**src/rtl/vlsu_txn_sched_if.sv**
```systemverilog
// vlsu_txn_sched_if
//   Bundles the handshake/bus signals of the VLSU transaction scheduler:
//   load/store burst request channels, AXI AR/AW address channels and the
//   R-last / B retirement strobes. Signal suffixes are from the scheduler's
//   point of view (_i = into the scheduler, _o = out of it).
//   Modports:
//     master - the environment side (requesters, AXI fabric)
//     slave  - the scheduler
interface vlsu_txn_sched_if #(
   parameter int unsigned AxiAddrWidth = 64
);
   logic                    ld_req_valid_i;
   logic                    ld_req_ready_o;
   logic [AxiAddrWidth-1:0] ld_req_addr_i;
   logic [7:0]              ld_req_len_i;

   logic                    st_req_valid_i;
   logic                    st_req_ready_o;
   logic [AxiAddrWidth-1:0] st_req_addr_i;
   logic [7:0]              st_req_len_i;

   logic                    ar_valid_o;
   logic                    ar_ready_i;
   logic [AxiAddrWidth-1:0] ar_addr_o;
   logic [7:0]              ar_len_o;

   logic                    aw_valid_o;
   logic                    aw_ready_i;
   logic [AxiAddrWidth-1:0] aw_addr_o;
   logic [7:0]              aw_len_o;

   logic                    r_last_hs_i;
   logic                    b_hs_i;

   modport master (
      output ld_req_valid_i, ld_req_addr_i, ld_req_len_i,
      input  ld_req_ready_o,
      output st_req_valid_i, st_req_addr_i, st_req_len_i,
      input  st_req_ready_o,
      input  ar_valid_o, ar_addr_o, ar_len_o,
      output ar_ready_i,
      input  aw_valid_o, aw_addr_o, aw_len_o,
      output aw_ready_i,
      output r_last_hs_i, b_hs_i
   );

   modport slave (
      input  ld_req_valid_i, ld_req_addr_i, ld_req_len_i,
      output ld_req_ready_o,
      input  st_req_valid_i, st_req_addr_i, st_req_len_i,
      output st_req_ready_o,
      output ar_valid_o, ar_addr_o, ar_len_o,
      input  ar_ready_i,
      output aw_valid_o, aw_addr_o, aw_len_o,
      input  aw_ready_i,
      input  r_last_hs_i, b_hs_i
   );
endinterface

```
**src/rtl/vlsu_txn_sched.sv**
```systemverilog
// vlsu_txn_sched
//   Schedules load/store burst requests from the VLSU onto the AXI AR/AW
//   address channels. At most one request is granted per cycle (single
//   shared address-generation slot) with round-robin priority. Each grant
//   is registered into a one-entry AR or AW output slot. Outstanding bursts
//   per direction are counted (grant +1, R-last / B -1) and capped at
//   MaxOutstanding; with fence_i set, loads and stores are never in flight
//   together.
//   Ports:
//     clk_i, rst_ni      clock, asynchronous active-low reset
//     fence_i            load/store mutual-exclusion mode
//     bus                request, AR/AW and retirement signals (slave modport)
//     ld_outstanding_o   in-flight load bursts
//     st_outstanding_o   in-flight store bursts
//     idle_o             counters zero and both output slots empty
module vlsu_txn_sched #(
   parameter int unsigned AxiAddrWidth   = 64,
   parameter int unsigned MaxOutstanding = 8,
   localparam int unsigned CntW          = $clog2(MaxOutstanding + 1)
) (
   input  logic            clk_i,
   input  logic            rst_ni,
   input  logic            fence_i,
   vlsu_txn_sched_if.slave bus,
   output logic [CntW-1:0] ld_outstanding_o,
   output logic [CntW-1:0] st_outstanding_o,
   output logic            idle_o
);

   localparam logic [CntW-1:0] MaxCnt = CntW'(MaxOutstanding);

   typedef enum logic {
      PRIO_LD = 1'b0,
      PRIO_ST = 1'b1
   } prio_e;

   prio_e                   prio_q, prio_d;

   logic                    ar_valid_q;
   logic [AxiAddrWidth-1:0] ar_addr_q;
   logic [7:0]              ar_len_q;
   logic                    aw_valid_q;
   logic [AxiAddrWidth-1:0] aw_addr_q;
   logic [7:0]              aw_len_q;

   logic [CntW-1:0]         ld_cnt_q, ld_cnt_d;
   logic [CntW-1:0]         st_cnt_q, st_cnt_d;

   logic                    ar_free, aw_free;
   logic                    ld_elig, st_elig;
   logic                    ld_gnt, st_gnt;

   // A slot is free when empty or when its current entry leaves this cycle,
   // so a saturating stream sustains one grant per cycle.
   assign ar_free = !ar_valid_q || bus.ar_ready_i;
   assign aw_free = !aw_valid_q || bus.aw_ready_i;

   assign ld_elig = bus.ld_req_valid_i && ar_free && (ld_cnt_q < MaxCnt)
                    && !(fence_i && (st_cnt_q != '0));
   assign st_elig = bus.st_req_valid_i && aw_free && (st_cnt_q < MaxCnt)
                    && !(fence_i && (ld_cnt_q != '0));

   // Arbitration: a lone eligible side always wins; on contention the
   // priority side wins and priority flips to the other side.
   always_comb begin
      prio_d = prio_q;
      ld_gnt = 1'b0;
      st_gnt = 1'b0;
      if (ld_elig && (!st_elig || (prio_q == PRIO_LD))) begin
         ld_gnt = 1'b1;
         prio_d = PRIO_ST;
      end else if (st_elig) begin
         st_gnt = 1'b1;
         prio_d = PRIO_LD;
      end
   end

   always_ff @(posedge clk_i or negedge rst_ni) begin
      if (!rst_ni) begin
         prio_q <= PRIO_LD;
      end else begin
         prio_q <= prio_d;
      end
   end

   // Saturating at zero: a retirement with nothing outstanding is a protocol
   // error upstream and is flagged by the assertion below.
   function automatic logic [CntW-1:0] cnt_next(input logic [CntW-1:0] cnt,
                                                input logic            inc,
                                                input logic            dec);
      logic [CntW-1:0] res;
      res = cnt;
      case ({inc, dec})
         2'b10:   res = cnt + CntW'(1);
         2'b01:   res = (cnt == '0) ? cnt : cnt - CntW'(1);
         default: res = cnt;
      endcase
      return res;
   endfunction

   always_comb begin
      ld_cnt_d = cnt_next(ld_cnt_q, ld_gnt, bus.r_last_hs_i);
      st_cnt_d = cnt_next(st_cnt_q, st_gnt, bus.b_hs_i);
   end

   always_ff @(posedge clk_i or negedge rst_ni) begin
      if (!rst_ni) begin
         ld_cnt_q <= '0;
         st_cnt_q <= '0;
      end else begin
         ld_cnt_q <= ld_cnt_d;
         st_cnt_q <= st_cnt_d;
      end
   end

   // Output slots: payload is only written on a grant, so it stays stable
   // while valid is held against backpressure.
   always_ff @(posedge clk_i or negedge rst_ni) begin
      if (!rst_ni) begin
         ar_valid_q <= 1'b0;
         ar_addr_q  <= '0;
         ar_len_q   <= '0;
         aw_valid_q <= 1'b0;
         aw_addr_q  <= '0;
         aw_len_q   <= '0;
      end else begin
         if (ld_gnt) begin
            ar_valid_q <= 1'b1;
            ar_addr_q  <= bus.ld_req_addr_i;
            ar_len_q   <= bus.ld_req_len_i;
         end else if (bus.ar_ready_i) begin
            ar_valid_q <= 1'b0;
         end
         if (st_gnt) begin
            aw_valid_q <= 1'b1;
            aw_addr_q  <= bus.st_req_addr_i;
            aw_len_q   <= bus.st_req_len_i;
         end else if (bus.aw_ready_i) begin
            aw_valid_q <= 1'b0;
         end
      end
   end

   assign bus.ld_req_ready_o = ld_gnt;
   assign bus.st_req_ready_o = st_gnt;
   assign bus.ar_valid_o     = ar_valid_q;
   assign bus.ar_addr_o      = ar_addr_q;
   assign bus.ar_len_o       = ar_len_q;
   assign bus.aw_valid_o     = aw_valid_q;
   assign bus.aw_addr_o      = aw_addr_q;
   assign bus.aw_len_o       = aw_len_q;

   assign ld_outstanding_o = ld_cnt_q;
   assign st_outstanding_o = st_cnt_q;
   assign idle_o = (ld_cnt_q == '0) && (st_cnt_q == '0) && !ar_valid_q && !aw_valid_q;

   a_ld_retire_underflow : assert property (@(posedge clk_i) disable iff (!rst_ni)
      !(bus.r_last_hs_i && (ld_cnt_q == '0)));
   a_st_retire_underflow : assert property (@(posedge clk_i) disable iff (!rst_ni)
      !(bus.b_hs_i && (st_cnt_q == '0)));

endmodule

```
**src/flat_wrapper.sv**
```systemverilog
// flat-port wrapper written by rule: the top's interface ports become plain ports
module vlsu_txn_sched_flat 
#(
   parameter int unsigned AxiAddrWidth   = 64,
   parameter int unsigned MaxOutstanding = 8,
   localparam int unsigned CntW          = $clog2(MaxOutstanding + 1)
)
  (clk_i, rst_ni, fence_i, ld_outstanding_o, st_outstanding_o, idle_o, bus_ld_req_valid_i, bus_ld_req_addr_i, bus_ld_req_len_i, bus_ld_req_ready_o, bus_st_req_valid_i, bus_st_req_addr_i, bus_st_req_len_i, bus_st_req_ready_o, bus_ar_valid_o, bus_ar_addr_o, bus_ar_len_o, bus_ar_ready_i, bus_aw_valid_o, bus_aw_addr_o, bus_aw_len_o, bus_aw_ready_i, bus_r_last_hs_i, bus_b_hs_i);
  vlsu_txn_sched_if #(.AxiAddrWidth(AxiAddrWidth)) bus_i ();
  input  logic clk_i;
  input  logic rst_ni;
  input  logic fence_i;
  output logic [CntW-1:0] ld_outstanding_o;
  output logic [CntW-1:0] st_outstanding_o;
  output logic idle_o;
  input wire logic [$bits(bus_i.ld_req_valid_i)-1:0] bus_ld_req_valid_i;
  input wire logic [$bits(bus_i.ld_req_addr_i)-1:0] bus_ld_req_addr_i;
  input wire logic [$bits(bus_i.ld_req_len_i)-1:0] bus_ld_req_len_i;
  output wire logic [$bits(bus_i.ld_req_ready_o)-1:0] bus_ld_req_ready_o;
  input wire logic [$bits(bus_i.st_req_valid_i)-1:0] bus_st_req_valid_i;
  input wire logic [$bits(bus_i.st_req_addr_i)-1:0] bus_st_req_addr_i;
  input wire logic [$bits(bus_i.st_req_len_i)-1:0] bus_st_req_len_i;
  output wire logic [$bits(bus_i.st_req_ready_o)-1:0] bus_st_req_ready_o;
  output wire logic [$bits(bus_i.ar_valid_o)-1:0] bus_ar_valid_o;
  output wire logic [$bits(bus_i.ar_addr_o)-1:0] bus_ar_addr_o;
  output wire logic [$bits(bus_i.ar_len_o)-1:0] bus_ar_len_o;
  input wire logic [$bits(bus_i.ar_ready_i)-1:0] bus_ar_ready_i;
  output wire logic [$bits(bus_i.aw_valid_o)-1:0] bus_aw_valid_o;
  output wire logic [$bits(bus_i.aw_addr_o)-1:0] bus_aw_addr_o;
  output wire logic [$bits(bus_i.aw_len_o)-1:0] bus_aw_len_o;
  input wire logic [$bits(bus_i.aw_ready_i)-1:0] bus_aw_ready_i;
  input wire logic [$bits(bus_i.r_last_hs_i)-1:0] bus_r_last_hs_i;
  input wire logic [$bits(bus_i.b_hs_i)-1:0] bus_b_hs_i;
  assign bus_i.ld_req_valid_i = bus_ld_req_valid_i;
  assign bus_i.ld_req_addr_i = bus_ld_req_addr_i;
  assign bus_i.ld_req_len_i = bus_ld_req_len_i;
  assign bus_ld_req_ready_o = bus_i.ld_req_ready_o;
  assign bus_i.st_req_valid_i = bus_st_req_valid_i;
  assign bus_i.st_req_addr_i = bus_st_req_addr_i;
  assign bus_i.st_req_len_i = bus_st_req_len_i;
  assign bus_st_req_ready_o = bus_i.st_req_ready_o;
  assign bus_ar_valid_o = bus_i.ar_valid_o;
  assign bus_ar_addr_o = bus_i.ar_addr_o;
  assign bus_ar_len_o = bus_i.ar_len_o;
  assign bus_i.ar_ready_i = bus_ar_ready_i;
  assign bus_aw_valid_o = bus_i.aw_valid_o;
  assign bus_aw_addr_o = bus_i.aw_addr_o;
  assign bus_aw_len_o = bus_i.aw_len_o;
  assign bus_i.aw_ready_i = bus_aw_ready_i;
  assign bus_i.r_last_hs_i = bus_r_last_hs_i;
  assign bus_i.b_hs_i = bus_b_hs_i;
  vlsu_txn_sched #(.AxiAddrWidth(AxiAddrWidth), .MaxOutstanding(MaxOutstanding)) u_core (.clk_i(clk_i), .rst_ni(rst_ni), .fence_i(fence_i), .bus(bus_i), .ld_outstanding_o(ld_outstanding_o), .st_outstanding_o(st_outstanding_o), .idle_o(idle_o));
endmodule
```
**config.mk**
```make
export PLATFORM = sky130hd
export DESIGN_NAME = vlsu_txn_sched_flat
export DESIGN_NICKNAME = d
export VERILOG_FILES = /design/src/rtl/vlsu_txn_sched_if.sv /design/src/rtl/vlsu_txn_sched.sv /design/src/flat_wrapper.sv
export SDC_FILE = /design/constraint.sdc
export NUM_CORES = 1
export LEC_CHECK = 0
export CORE_MARGIN = 2
export CORE_UTILIZATION = 29
export CTS_CLUSTER_SIZE = 25
export DETAILED_ROUTE_END_ITERATION = 7
export GPL_ROUTABILITY_DRIVEN = 0
export GPL_TIMING_DRIVEN = 0
export HOLD_SLACK_MARGIN = 0.12
export PLACE_DENSITY_LB_ADDON = 0.2
export SKIP_CTS_REPAIR_TIMING = 1
export SLEW_MARGIN = 0
export SYNTH_ARGS = -nofsm -noshare
export SYNTH_HDL_FRONTEND = slang
export SYNTH_SLANG_ARGS = --single-unit
export TNS_END_PERCENT = 100
```
**constraint.sdc**
```tcl
create_clock -name clk_i -period 3.6 [get_ports clk_i]
set_clock_uncertainty 0.2 [all_clocks]
set_input_delay 0.9 -clock clk_i [delete_from_list [all_inputs] [get_ports clk_i]]
set_output_delay 0.9 -clock clk_i [all_outputs]
set_load 0.01 [all_outputs]
```
# After elaboration in Yosys (flattened, before gate mapping)
# Index checks and enable logic that the tools add are counted.
# word_totals
register_bits	155
in_bits	153
output_inout_bits	157
word_cells	66
# classes
addsub	4
magnitude_cmp	2
eq_ne	6
n_mux	13
bitwise	1
n_reduce_logical	31
# ops
operator	n
one-hot mux 4 bit (2 select lines)	2
logical AND 1 bit	12
nonzero test 2 bit	5
two-way mux 1 bit	9
adder 4 x 1 -> 4 bit, second input constant	2
logical NOT 4 bit	2
less-than comparator 4 bit, second input constant	2
two-way mux 4 bit	2
nonzero test 4 bit	2
subtractor 4 x 1 -> 4 bit, second input constant	2
logical NOT 1 bit	5
== test 2 x 1 -> 1 bit, second input constant	2
== test 2 bit, second input constant	2
!= test 2 bit, second input constant	2
AND reduction 2 bit	2
logical OR 1 bit	3
inverter 1 bit	1

# Longest topological paths before layout
# Gate-level depths: netlist of the first run.
# logic_depth
word_depth	12
ltp_mapped	13
depth_no_buf	11

# Worst setup path before layout of the first run
# No wires, ideal clock.
# synth_path
kind	input port to flip-flop
startpoint	in bus_aw_ready_i
endpoint	reg u_core.ld_cnt_q[3] (netlist: u_core.ld_outstanding_o[3])
setup_time_ns	0.128
arrival_ns	2.791
t_required_ns	3.272
slack_ns	0.481
path_stages	12
n_path_buf	2
path_cell_list	nand2b_1 > and4_1 > or2_1 > buf_4 > buf_6 > nand2_1 > inv_1 > ha_1 > a21o_1 > a21o_1 > o22a_1 > xnor2_1
# synth_via
elab_chain_len	11
word_cells_on_any_way	14
cone_classes	3 x eq/ne; 2 x mux; 9 x reduce/logical
# synth_lines
item	line	rtl
from (decl)	flat_wrapper.sv:31	input wire logic [$bits(bus_i.aw_ready_i)-1:0] bus_aw_ready_i;
logical OR 1 bit (*)	vlsu_txn_sched.sv:56	assign aw_free = !aw_valid_q || bus.aw_ready_i;
logical AND 1 bit (*) (2 in a row)	vlsu_txn_sched.sv:60	assign st_elig = bus.st_req_valid_i && aw_free && (st_cnt_q < MaxCnt)
logical AND 1 bit (*)	vlsu_txn_sched.sv:61	&& !(fence_i && (ld_cnt_q != '0));
logical NOT 1 bit (*)	vlsu_txn_sched.sv:69	if (ld_elig && (!st_elig || (prio_q == PRIO_LD))) begin
logical OR 1 bit (*)	vlsu_txn_sched.sv:69	
logical AND 1 bit (*)	vlsu_txn_sched.sv:69	
two-way mux 1 bit (*)	vlsu_txn_sched.sv:69	
== test 2 x 1 -> 1 bit or == test 2 bit (tied branches)	vlsu_txn_sched.sv:93	case ({inc, dec})
!= test 2 bit (no line) or nonzero test 2 bit (tied branches)	n/a	
AND reduction 2 bit (no line)	n/a	
to (signal assigned)	vlsu_txn_sched.sv:111	ld_cnt_q <= ld_cnt_d;
to (decl)	vlsu_txn_sched.sv:46	logic [CntW-1:0] ld_cnt_q, ld_cnt_d;
# Mark *: on every way between the ends. The rest lies on a longest branch, timed or not.
# A chain may end at the register's enable or synchronous reset.

# Final worst setup path of the first run
# layout_path
startpoint	reg u_core.ld_cnt_q[1] (netlist: u_core.ld_outstanding_o[1])
endpoint	out idle_o
# layout_via
elab_chain_len	4
# layout_lines
item	line	rtl
logical NOT 4 bit	vlsu_txn_sched.sv:155	assign idle_o = (ld_cnt_q == '0) && (st_cnt_q == '0) && !ar_valid_q && !aw_valid_q;
logical AND 1 bit (3 in a row)	vlsu_txn_sched.sv:155	
to (decl)	flat_wrapper.sv:15	output logic idle_o;
# Every way passes these cells.

==> flow_metrics.tcl, run 1 <==
set metrics [dict create \
    max_freq_ghz 0.285 \
    start_util_pct 29.5 \
    syn2layout_area_growth_pct 65.3 \
    fp.dieW_um 150 \
    htree_levels 4 \
    crit_arrival_ns 2.40 \
    async_reset_ff_share_pct 100 \
    worst_setup_path_end_kind "output port" \
    clk_path_buf_depth 2 \
    cp.required_ns 2.50 \
    power_density_nw_per_um2 838 \
    crit_family "simple AND/OR/NAND/NOR gates" \
    cts_tree "built" \
    post_drt_via_cell_ratio 4.22 \
    cellLeakagePower_nw 5.00 \
    slowest_delay_ns 0.65 \
    drtAntennaViolNets 0 \
    die_y_um 150 \
    outcome "complete, no violations" \
    cts.sinks 155 \
    layout_common_cells "nand2_1, clkdlybuf4s50_1, dfrtp_1" \
    hpwl_mm 13.7 \
    setup_ws_ns 0.0972 \
    max-vdd-ir-drop_mv 0.308 \
    synth-seq-area-share_pct 62.5 \
    clockPowerShare_pct 20.1 \
    syn_area_um2 6210 \
    rsz0062_at_grt "no" \
    syn_inst 687 \
    syn_nets 844 \
    path_buf_inv 1 \
    antenna_found_initial 0 \
    nFillCells 2010 \
    period_share_pct 97.3 \
    initialDrtViolationCount 217 \
    die_area_um2 22600 \
    r2r_setup_slack_ns 0.52 \
    grtUsageTotal_pct 16.2 \
    critPathMaxFanout 7 \
    synth_top_area_cell "dfrtp_1" \
    clk_pin_slew_ns 0.07 \
    cp-start-kind "flip-flop" \
    crit_path_end "idle_o" \
    io_pins 310 \
    hold_path.class "input port to asynchronous set/reset pin" \
    pwr-share-seq_pct 35.5 \
    combPwrFrac_pct 44.5 \
    wl_per_cell_um 14.2 \
    dpl.cell_count 1271 \
    fp.coreArea_um2 21000 \
    synth_area_leaders "dfrtp_1, nand2_1, buf_6" \
    hold_viol_final 0 \
    nets 1174 \
    ys_ff_latch 155 \
    synthFlopType "dfrtp_1" \
    drcViolationCount 0 \
    avgSynthCellArea_um2 9.04 \
    grt_pass1_vias 5277 \
    synth.distinct_cells 41 \
    layout_commonest_cell "nand2_1" \
    path_cells "or4_1 -> nor4_1 -> clkdlybuf4s50_1" \
    r2r_cells 12 \
    grt_pass1_wl_mm 28.5 \
    routed_wl_mm 18.5 \
    fin_cells 1304 \
    p_sw_mw 2.96 \
    dp_slack_ns -0.556 \
    r2r-end "u_core.ld_outstanding_o[3]" \
    cts_inserted_buffers 17 \
    switching_share_pct 34.4 \
    grt.overflow.total 0 \
    detailroute.via_count 5509 \
    tightest_slew_ns 0.548 \
    cpMaxStageDelayCell "or4_1" \
    std_cell_rows 53 \
    drv_cap 0 \
    clk-insertion-delay-late_ns 0.42 \
    max_slew_margin_pct 63.5 \
    grt_max_degree 89 \
    slew_violations 0 \
    n_antenna_cell 0 \
    drive_above_1_share_pct 6.71 \
    synth_edf_count 0 \
    p_int_mw 5.64 \
    reg2reg_from "u_core.st_outstanding_o[1]" \
    synth_warnings 0 \
    finalPower_mw 8.59 \
    cp.depth 3 \
    synth_top_area_share_pct 62.5 \
    final-setup-viol-count 0 \
    io_buffers 308 \
    critPathLaunch "u_core.ld_outstanding_o[1]" \
    cts_root_buf "clkbuf_16" \
    timing.final.crit_period_ns 3.50 \
    crit_type "flip-flop to output port" \
    first_pass_iters 6 \
]
worst min path at each step:
stage,start,end,slack [ns],depth (start not counted)
CTS,rst_ni,u_core.bus.aw_addr_o[12],0.22,1
global route,rst_ni,u_core.bus.aw_addr_o[12],0.23,1
finish,rst_ni,u_core.bus.aw_addr_o[12],0.20,1
global placement,u_core.bus.aw_addr_o[19],u_core.bus.aw_addr_o[19],0.26,2
floorplan,u_core.prio_q,u_core.prio_q,0.26,2
detailed placement,u_core.bus.aw_addr_o[63],u_core.bus.aw_addr_o[63],0.26,2
power by group through the flow:
stage          registers, mW  logic (mW)  clock network (mW)
2_1_floorplan           3.46        1.18                   0
3_3_place_gp            3.06        3.84                   0
3_5_place_dp            3.08        3.87                   0
4_1_cts                 3.05        3.89                1.78
5_1_grt                 3.16        4.20                1.86
6_report                3.05        3.82                1.72
state kept, by name, indices dropped and copies added, names as in the netlist:
register,flops
u_core.bus.ar_addr_o,64
u_core.bus.aw_addr_o,64
u_core.bus.ar_len_o,8
u_core.bus.aw_len_o,8
u_core.ld_outstanding_o,4
u_core.st_outstanding_o,4
u_core.bus.ar_valid_o,1
u_core.bus.aw_valid_o,1
u_core.prio_q,1
cell usage after synthesis (2+ instances only):
cell,count
nand4b_1,2
buf_4,6
inv_1,5
o22ai_1,2
nor2_1,2
clkbuf_1,5
buf_6,7
o21ai_0,3
mux2i_1,2
or2_1,2
dfrtp_1,155
nand2_1,441
o2bb2ai_1,2
o41ai_2,2
buf_2,15
a21o_1,2
or4_1,2
xnor2_1,4
nand2b_1,2
nor2b_1,2
ha_1,3
o211ai_1,2
area by class of cell:
cell class	count	area [um2]	share of cell area, %
clock inverters	12	118	1.15
repair buffers	313	3150	30.7
plain buffers	32	223	2.17
well taps	275	344	3.35
clock buffers	19	433	4.22
inverters	7	38.8	0.378
multi-input cells	491	2070	20.2
flip-flops and latches	155	3880	37.8
stage by stage:
| stage | area, um2 | util, % | hold WS, ns | TNS [ns] |
|---|---|---|---|---|
| floorplan | 6210 | - | 0.261 | 0 |
| global placement | 9630 | 45.8 | 0.256 | -833.91 |
| detailed placement | 9670 | 46.0 | 0.261 | -1.18 |
| CTS | 10200 | 48.6 | 0.220 | -1.03 |
| global route | 10300 | 48.8 | 0.234 | 0 |
| finish | 10300 | 48.8 | 0.202 | 0 |
per-layer routing:
layer  vias to the layer above  global-route usage (%)  part of all wire [%]
li1                       2777                       -                     -
met1                      2537                    21.0                    44
met2                       169                    25.7                    47
met3                        26                    4.61                   6.3
met4                         0                    6.60                   2.3
met5                         -                       0                     0
cells by family after synthesis:
family,synth area share (%)
AO/OA/AOI/OAI,2.54
XOR/XNOR,0.705
adder cells (fa/ha/maj),0.927
buffers and inverters,4.19
flip-flops,62.5
multiplexers,0.504
AND/OR/NAND/NOR,28.6
(Power assumes the default switching activity.)
==> run 2, diff against run 1 <==
--- a/config.mk
+++ b/config.mk
@@ -5,9 +5,11 @@
 export SDC_FILE = /design/constraint.sdc
 export NUM_CORES = 1
 export LEC_CHECK = 0
+export CELL_PAD_IN_SITES_DETAIL_PLACEMENT = 0
+export CELL_PAD_IN_SITES_GLOBAL_PLACEMENT = 1
 export CORE_MARGIN = 2
 export CORE_UTILIZATION = 29
-export CTS_CLUSTER_SIZE = 25
+export CTS_CLUSTER_SIZE = 20
 export DETAILED_ROUTE_END_ITERATION = 7
 export GPL_ROUTABILITY_DRIVEN = 0
 export GPL_TIMING_DRIVEN = 0
==> flow_metrics.tcl, run 2 (synthesis gave the netlist of run 1 again) <==
set metrics [dict create \
    outcome "complete, no violations" \
    initialDrtViolationCount 161 \
    cts_inserted_buffers 17 \
    drtAntennaViolNets 0 \
    rsz0062_at_grt "no" \
    pwr-share-seq_pct 34.8 \
    combPwrFrac_pct 43.4 \
    cts_tree "built" \
    io_buffers 308 \
    clk_pin_slew_ns 0.06 \
    worst_setup_path_end_kind "output port" \
    cts_root_buf "clkbuf_16" \
    detailroute.via_count 5462 \
    cellLeakagePower_nw 5.01 \
    start_util_pct 29.5 \
    nets 1171 \
    critPathMaxFanout 13 \
    final-setup-viol-count 0 \
    n_antenna_cell 0 \
    drive_above_1_share_pct 6.73 \
    whs_ns 0.238 \
    grtUsageTotal_pct 16.6 \
    wl_per_cell_um 14.4 \
    drcViolationCount 0 \
    p_sw_mw 2.95 \
    hold_viol_final 0 \
    max-vdd-ir-drop_mv 0.303 \
    fin_area_um2 10300 \
    timing.final.crit_period_ns 3.51 \
    slew_violations 0 \
    setup_tns_ns 0 \
    fp.dieW_um 150 \
    cp.required_ns 2.50 \
    antenna_found_initial 0 \
    dpl.cell_count 1271 \
    crit_type "input port to output port" \
    nFillCells 2033 \
    layout_common_cells "nand2_1, clkdlybuf4s50_1, dfrtp_1" \
    grt.overflow.total 0 \
    grt_pass1_vias 5430 \
    first_pass_iters 4 \
    std_cell_rows 53 \
    hold_path.class "input port to asynchronous set/reset pin" \
    grt_max_degree 80 \
    drv_cap 0 \
    fp.coreArea_um2 21000 \
    hpwl_mm 13.9 \
    io_pins 310 \
    crit_arrival_ns 2.41 \
    switching_share_pct 33.6 \
    clockPowerShare_pct 21.8 \
    clk-insertion-delay-late_ns 0.42 \
    routed_wl_mm 18.8 \
    die_area_um2 22600 \
    tightest_slew_ns 0.640 \
    reg2reg_from "u_core.st_outstanding_o[1]" \
    fin_cells 1301 \
    grt_pass1_wl_mm 29.1 \
    syn2layout_area_growth_pct 66.0 \
    period_share_pct 97.5 \
    critPathLaunch "fence_i" \
    p_int_mw 5.84 \
    clk_path_buf_depth 2 \
    post_drt_via_cell_ratio 4.20 \
    cts.sinks 155 \
    max_slew_margin_pct 57.3 \
    die_y_um 150 \
    layout_commonest_cell "nand2_1" \
    max_freq_ghz 0.285 \
    fin_util_pct 49.0 \
    power_density_nw_per_um2 853 \
    htree_levels 4 \
    place_area_um2 9670 \
    cp-start-kind "input port" \
]
-- run 2: path summary, 6_finish.rpt --
| kind | endpoint | cells after the start | slack (ns) |
|---|---|---|---|
| setup / recovery | bus_ld_req_ready_o | 7 | 0.09 |
| hold / removal | u_core.bus.ar_addr_o[19] | 1 | 0.24 |
| setup reg to reg | u_core.ld_outstanding_o[3] | 12 | 0.53 |
| hold reg to reg | u_core.bus.ar_len_o[4] | 2 | 0.27 |
| max in group asynchronous | u_core.bus.aw_addr_o[32] | 2 | 2.14 |
| min in group clk_i | u_core.bus.ar_len_o[4] | 2 | 0.27 |
-- run 2: layout make-up --
type                            instances  area [um2]  share of cell area, %
Buffer                                 32         223                   2.16
Clock buffer                           19         433                   4.20
Clock inverter                         12         189                   1.83
Inverter                                7        33.8                  0.328
Multi-Input combinational cell        491        2080                   20.2
Sequential cell                       155        3880                   37.6
Tap cell                              275         344                   3.34
Timing Repair Buffer                  310        3120                   30.3
-- run 2: through the flow --
stage	power [mW]	worst slack [ns]
floorplan	4.64	0.481
global placement	6.92	-5.45
detailed placement	6.96	-0.525
CTS	8.93	-0.536
global route	9.42	0.00512
finish	8.79	0.0885
-- run 2: per-layer routing --
| metal | up-vias | part of all wire [%] | global-route usage (%) |
|---|---|---|---|
| met2 | 176 | 48 | 27.1 |
| met5 | - | 0 | 0 |
| li1 | 2773 | - | - |
| met1 | 2493 | 43 | 21.0 |
| met3 | 20 | 7.0 | 5.09 |
| met4 | 0 | 1.8 | 5.75 |
-- run 2: power groups by stage --
stage,logic (mW),clock network (mW),registers [mW]
after floorplan,1.18,0,3.46
after global placement,3.86,0,3.07
after detailed placement,3.88,0,3.08
after CTS,3.89,1.97,3.06
after global routing,4.20,2.04,3.17
final,3.82,1.91,3.06
-- run 2: worst max-delay path, cell delays in order --
cell and delay [ns]:
clkdlybuf4s50_1 0.53, o41ai_2 0.10, and4_1 0.21, or2_1 0.23, buf_4 0.18, inv_6 0.12
clkbuf_2 0.14
==> run 3, diff against run 2 <==
--- a/config.mk
+++ b/config.mk
@@ -7,6 +7,7 @@
 export LEC_CHECK = 0
 export CELL_PAD_IN_SITES_DETAIL_PLACEMENT = 0
 export CELL_PAD_IN_SITES_GLOBAL_PLACEMENT = 1
+export CORE_ASPECT_RATIO = 2
 export CORE_MARGIN = 2
 export CORE_UTILIZATION = 29
 export CTS_CLUSTER_SIZE = 20
==> flow_metrics.tcl, run 3 (synthesis gave the netlist of run 1 again) <==
set metrics [dict create \
    outcome "complete, no violations" \
    detailroute.via_count 5580 \
    fp.coreArea_um2 21000 \
    drv_cap 0 \
    p_sw_mw 2.94 \
    fp.dieW_um 107 \
    hpwl_mm 15.3 \
    combPwrFrac_pct 43.1 \
    std_cell_rows 75 \
    syn2layout_area_growth_pct 66.3 \
    drcViolationCount 0 \
    place_area_um2 9660 \
    power_density_nw_per_um2 866 \
    fin_area_um2 10300 \
    layout_common_cells "nand2_1, clkdlybuf4s50_1, dfrtp_1" \
    max_slew_margin_pct 62.7 \
    initialDrtViolationCount 165 \
    slowest_delay_ns 0.53 \
    switching_share_pct 32.9 \
    fin_cells 1292 \
    rsz0062_at_grt "no" \
    cellLeakagePower_nw 5.05 \
    io_buffers 308 \
    htree_levels 4 \
    drive_above_1_share_pct 6.45 \
    start_util_pct 29.5 \
    nets 1171 \
    io_pins 310 \
    hold_viol_final 0 \
    max-vdd-ir-drop_mv 0.363 \
    cp.required_ns 2.50 \
    grt_pass1_wl_mm 30.8 \
    tightest_slew_ns 0.560 \
    antenna_found_initial 0 \
    n_antenna_cell 0 \
    grt_max_degree 86 \
    crit_arrival_ns 2.41 \
    layout_commonest_cell "nand2_1" \
    grt_pass1_vias 5568 \
    p_int_mw 5.99 \
    worst_setup_path_end_kind "output port" \
    routed_wl_mm 20.1 \
    die_area_um2 22700 \
    path_buf_inv 4 \
    cts.sinks 155 \
    post_drt_via_cell_ratio 4.32 \
    cts_root_buf "clkbuf_16" \
    clockPowerShare_pct 22.7 \
    pwr-share-seq_pct 34.2 \
    clk_path_buf_depth 2 \
    cp-start-kind "input port" \
    path_cells "clkdlybuf4s50_1 -> o41ai_2 -> and4_1 -> or2_1 -> buf_4 -> inv_8 -> clkbuf_2" \
    period_share_pct 97.4 \
    first_pass_iters 5 \
    drtAntennaViolNets 0 \
    crit_family "buffers and inverters" \
    nFillCells 2049 \
    final-setup-viol-count 0 \
    whs_ns 0.234 \
    max_freq_ghz 0.285 \
    dpl.cell_count 1265 \
    crit_type "input port to output port" \
    cts_tree "built" \
    cts_inserted_buffers 17 \
    hold_path.class "input port to asynchronous set/reset pin" \
    grt.overflow.total 0 \
    timing.final.crit_period_ns 3.51 \
    cpMaxStageDelayCell "clkdlybuf4s50_1" \
    clk_pin_slew_ns 0.06 \
    slew_violations 0 \
    critPathMaxFanout 13 \
    die_y_um 211 \
    wl_per_cell_um 15.5 \
    grtUsageTotal_pct 18.0 \
    clk-insertion-delay-late_ns 0.42 \
    finalPower_mw 8.94 \
]
## run 3: cell count changes in the layout (fill, tap and decap cells not counted), sizes merged
cell / previous run / this run
clkbuf: 25 / 26
dlymetal6s2s: 1 / 2
clkinv: 2 / 1
inv: 10 / 7
clkinvlp: 3 / 1
clkdlybuf4s50: 305 / 304
bufinv: 4 / 6
## run 3: final timing paths
path	startpoint	endpoint	slack, ns	cells after the start
worst max register to register	u_core.st_outstanding_o[1]	u_core.ld_outstanding_o[3]	0.47	12
max in group asynchronous	rst_ni	u_core.bus.ar_addr_o[45]	2.13	2
min in group clk_i	u_core.bus.aw_addr_o[16]	u_core.bus.aw_addr_o[16]	0.27	2
worst max-delay path	fence_i	bus_ld_req_ready_o	0.09	7
worst min register to register	u_core.bus.aw_addr_o[16]	u_core.bus.aw_addr_o[16]	0.27	2
worst min-delay path	rst_ni	u_core.bus.aw_addr_o[45]	0.23	1
## run 3: cell type report
class,instances,area [um2],share of cell area [%]
tap,269,337,3.26
timing repair buffer,310,3120,30.3
inverter,7,38.8,0.376
sequential,155,3880,37.6
multi-input combinational,491,2070,20.1
clock buffer,20,457,4.42
clock inverter,8,193,1.87
buffer,32,223,2.16
## run 3: through the flow
stage	TNS (ns)	setup WS [ns]	util (%)
floorplan	0	0.481	-
global placement	-855.78	-5.53	45.8
detailed placement	-1.25	-0.565	46.0
CTS	-1.09	-0.579	49.0
global route	0	0.0148	49.1
finish	0	0.0930	49.1
## run 3: per-layer routing
layer | up-vias | GRT usage (%) | wire length [um]
met3 | 22 | 4.44 | 1120
li1 | 2753 | - | -
met5 | - | 0 | 0
met1 | 2617 | 18.4 | 7100
met2 | 188 | 34.2 | 11400
met4 | 0 | 6.76 | 514
## run 3: power by group through the flow
stage | registers (mW) | logic [mW] | clock network, mW
3_5_place_dp | 3.08 | 3.93 | 0
6_report | 3.05 | 3.85 | 2.03
5_1_grt | 3.17 | 4.22 | 2.16
3_3_place_gp | 3.06 | 3.91 | 0
4_1_cts | 3.06 | 3.94 | 2.09
2_1_floorplan | 3.46 | 1.18 | 0
